$ cat config.mk
export PLATFORM = sky130hd
export DESIGN_NAME = eb_two_slot
export DESIGN_NICKNAME = d
export VERILOG_FILES = /design/src/rtl/eb_two_slot.sv
export SDC_FILE = /design/constraint.sdc
export NUM_CORES = 1
export LEC_CHECK = 0
export BUFFER_PORTS_ARGS = -buffer_cell sky130_fd_sc_hd__buf_4
export CAP_MARGIN = 40
export CORE_MARGIN = 2
export CORE_UTILIZATION = 43
export CTS_CLUSTER_DIAMETER = 80
export DETAILED_ROUTE_END_ITERATION = 16
export PLACE_DENSITY = 0.68
export SLEW_MARGIN = 15
export SYNTH_ARGS = -nofsm -noshare
export SYNTH_HDL_FRONTEND = slang
export SYNTH_SLANG_ARGS = --single-unit
$ cat constraint.sdc
create_clock -name clk -period 5.91 [get_ports clk]
set_clock_uncertainty 0.2 [all_clocks]
set_input_delay 1.182 -clock clk [delete_from_list [all_inputs] [get_ports clk]]
set_output_delay 1.182 -clock clk [all_outputs]
set_load 0.005 [all_outputs]
$ cat src/rtl/eb_two_slot.sv
// Two-slot elastic (skid) buffer on valid/ready; ready_out and valid_out come straight from the state flop.
// Latency: 1 cycle from accepted input to valid_out; sustains one transfer per cycle.
// Backpressure: a ready_in drop is absorbed by the skid slot; ready_out falls one cycle later, only when both slots are full.
module eb_two_slot #(
    parameter int DATA_WIDTH      = 16,
    parameter bit GATING_FRIENDLY = 1'b1
) (
    input  logic                  clk,
    input  logic                  rst,
    input  logic                  valid_in,
    output logic                  ready_out,
    input  logic [DATA_WIDTH-1:0] data_in,
    output logic                  valid_out,
    input  logic                  ready_in,
    output logic [DATA_WIDTH-1:0] data_out,
    output logic [1:0]            count
);

    typedef enum logic [1:0] {
        EMPTY = 2'd0,
        HALF  = 2'd1,
        FULL  = 2'd2
    } state_t;

    state_t                state_r;
    state_t                state_nxt;
    logic [DATA_WIDTH-1:0] main_r;
    logic [DATA_WIDTH-1:0] aux_r;
    logic                  push;
    logic                  pop;
    logic                  main_ld_in;
    logic                  main_ld_aux;
    logic                  aux_ld;

    // Handshake outputs depend on the state flop only, never on valid_in/ready_in.
    assign ready_out = (state_r != FULL);
    assign valid_out = (state_r != EMPTY);
    assign count     = state_r;
    assign data_out  = main_r;

    assign push = valid_in & ready_out;
    assign pop  = valid_out & ready_in;

    always_ff @(posedge clk or posedge rst) begin
        if (rst) begin
            state_r <= EMPTY;
        end else begin
            state_r <= state_nxt;
        end
    end

    always_comb begin
        state_nxt = state_r;
        case (state_r)
            EMPTY: begin
                if (push) begin
                    state_nxt = HALF;
                end
            end
            HALF: begin
                if (push && !pop) begin
                    state_nxt = FULL;
                end else if (pop && !push) begin
                    state_nxt = EMPTY;
                end
            end
            FULL: begin
                if (pop) begin
                    state_nxt = HALF;
                end
            end
            default: state_nxt = EMPTY;
        endcase
    end

    // Draining from FULL promotes the younger skid entry into the output slot.
    assign main_ld_aux = (state_r == FULL) & pop;

    generate
        if (GATING_FRIENDLY) begin : g_gated
            assign main_ld_in = push & ((state_r == EMPTY) | ((state_r == HALF) & pop));
            assign aux_ld     = push & (state_r == HALF) & ~pop;
        end else begin : g_free
            // Slots load whenever they could accept; stale loads are hidden because state does not advance.
            assign main_ld_in = (state_r == EMPTY) | ((state_r == HALF) & pop);
            assign aux_ld     = (state_r == HALF) & ~pop;
        end
    endgenerate

    always_ff @(posedge clk) begin
        if (main_ld_aux) begin
            main_r <= aux_r;
        end else if (main_ld_in) begin
            main_r <= data_in;
        end
    end

    always_ff @(posedge clk) begin
        if (aux_ld) begin
            aux_r <= data_in;
        end
    end

endmodule
==> reports/results.ini <==
[place]
place_hpwl_mm=1.495
place.gp.congestion=0.6439
io_buffers=39

[clock_tree]
cts.clk_slew.worst_paths_ps=100
ctsResizeCount=0
cts_root_buf=clkbuf_4
postCtsSetupBuffers=0
clk_latency_ps=330
clock-sinks=34
hold_buffers=0
tritoncts=yes
cts.path.max_buffers=2
htreeDepth=2
cts_buffers=5

[detailed_routing]
routed_via_density=4.817
ant_nets=0
finalWirelength_mm=2.168
drtPass1Iterations=4
drc_errors=0
drt_first_iter_violations=17
post_drt_wl_per_cell_um=14.17
num_vias=737

[logic_synthesis]
syn_inst=64
synth_top_area_cell=edfxtp_1
synth_seq_cells=34
ys_warn_count=0
synthFlopType=edfxtp_1
syn_nets=84
syn_area_um2=1353
yosysMostFrequentCell=edfxtp_1
seq_area_frac_synth_pct=74.75
synth-edff-count=32
syn_avg_cell_area_um2=21.13
synthArstFlopShare_pct=5.882
synth.area.top_cells=edfxtp_1 (71%), mux2_4 (11%), mux2_2 (5.0%), dfrtp_1 (3.7%), buf_6 (1.7%)
synth_top_cells_by_count=edfxtp_1 (32), mux2_4 (10), mux2_2 (6)
synth.distinct_cells=16
synth_top_area_share_pct=71.05

[setup_path]
critPathKind=register to output pin
cp.arrival_ps=1270
required_ps=4530
crit_family=flip-flops
cp_slowest_cell=dfrtp_1
max_stage_delay_ps=500
endpoint_kind=output pin
cp-start-kind=register
path_cells=or2_2 -> buf_4
path_buf_inv=1
cp_max_fo=9

[job]
drv_cap=0

[sta]
hold_viol_final=0
fmax_mhz=376.6
finalSetupViolCount=0
max_slew_margin_pct=71.96
fin_setup_tns_ps=0
period_minus_slack_ps=2655
fin_crit_sh_pct=44.92
tightest_slew_ps=420.7
slew_viol_final=0
rsz0062_at_grt=no

[pwr]
p_per_area_nw_per_um2=304.3
vdd_ir_drop_max_uv=156.5
leakage_nw=0.7247
finalPower_w=0.0005346

[global_routing]
grt_pass1_wl_mm=3.236
grt_max_degree=17
overflow=0
grt_use_total_pct=13.37
first_global_vias=698
grt_antenna_before_repair=0

[worst_hold_path]
holdCritPathClass=register to register

[die]
core_area_um2=3028
std_cell_rows=20
die_w_um=60.09
die-area_um2=3610
die_h_um=60.09
initial_core_util_pct=44.67
pin_count=40

[status]
status=finished, final reports clean

[final_layout]
syn2layout_area_growth_pct=29.88
num_antenna_cells=0
utilization_pct=58.02
drive_above_1_share_pct=59.63
nNetsFinal=129

-- final timing paths --
kind,start,end,slack (ps),cells after the start
min,aux_r[4],data_out[4],360,1
max,count[1],valid_out,3250,2
max in group asynchronous,rst,count[0],4920,2
min reg2reg,aux_r[4],data_out[4],360,1
min in group asynchronous,rst,count[1],490,2
max reg2reg,count[1],data_out[2],4240,2
-- power by group --
part           switching [W]  internal, W  total (W)
combinational      0.0000290    0.0000451  0.0000741
clock              0.0000757    0.0000855   0.000161
sequential        0.00000917     0.000290   0.000299
-- state kept, by name (all words and copies together), names as in the netlist --
name,cells
count,2
aux_r,16
data_out,16
-- per-layer routing --
layer	global-route usage, %	vias to the layer above	wire length (um)
met5	0	-	0
met1	15.43	352	927
met2	20.03	36	1014
li1	-	342	-
met3	5.411	7	171
met4	9.524	0	55
-- cell families (layout without fill, tap and decap cells) --
kind of cell / count (synthesis) / count (layout) / synth area share (%)
compound gates: 3 / 3 / 1.295
flops: 34 / 34 / 74.75
simple gates: 7 / 7 / 5.181
buf+inv: 3 / 48 / 1.942
mux: 17 / 17 / 16.84
-- worst reg2reg max path, stage by stage (launching register included) --
cell and delay [ps]:
dfrtp_1 530, nand3b_4 320, mux2_4 390
-- area by class of cell --
cell class              count  area [um^2]
fillers                   242         1271
flip-flops and latches     34         1011
multi-input cells          27        315.3
repair buffers             40        300.3
well taps                  44        55.05
clock buffers               5        37.54
clock inverters             2        33.78
inverters                   1        3.754
-- metrics by stage --
stage	setup slack [ps]	instance area [um^2]	hold slack (ps)	instances
floorplan	2866	1353	324.6	64
global placement	3463	1685	329.7	146
detailed placement	3426	1685	336.2	146
CTS	3237	1757	359.6	153
global route	3202	1757	368.1	153
finish	3255	1757	356.5	153
-- cells in the final DEF (no fill, tap or decap), types with 2 or more instances in the layout --
cell      synthesis  final
mux2_4           10     10
edfxtp_1         32     32
mux2_2            6      6
buf_4             0     40
dfrtp_1           2      2
nand3b_1          2      2
clkbuf_4          0      5
(Power assumes the default switching activity.)
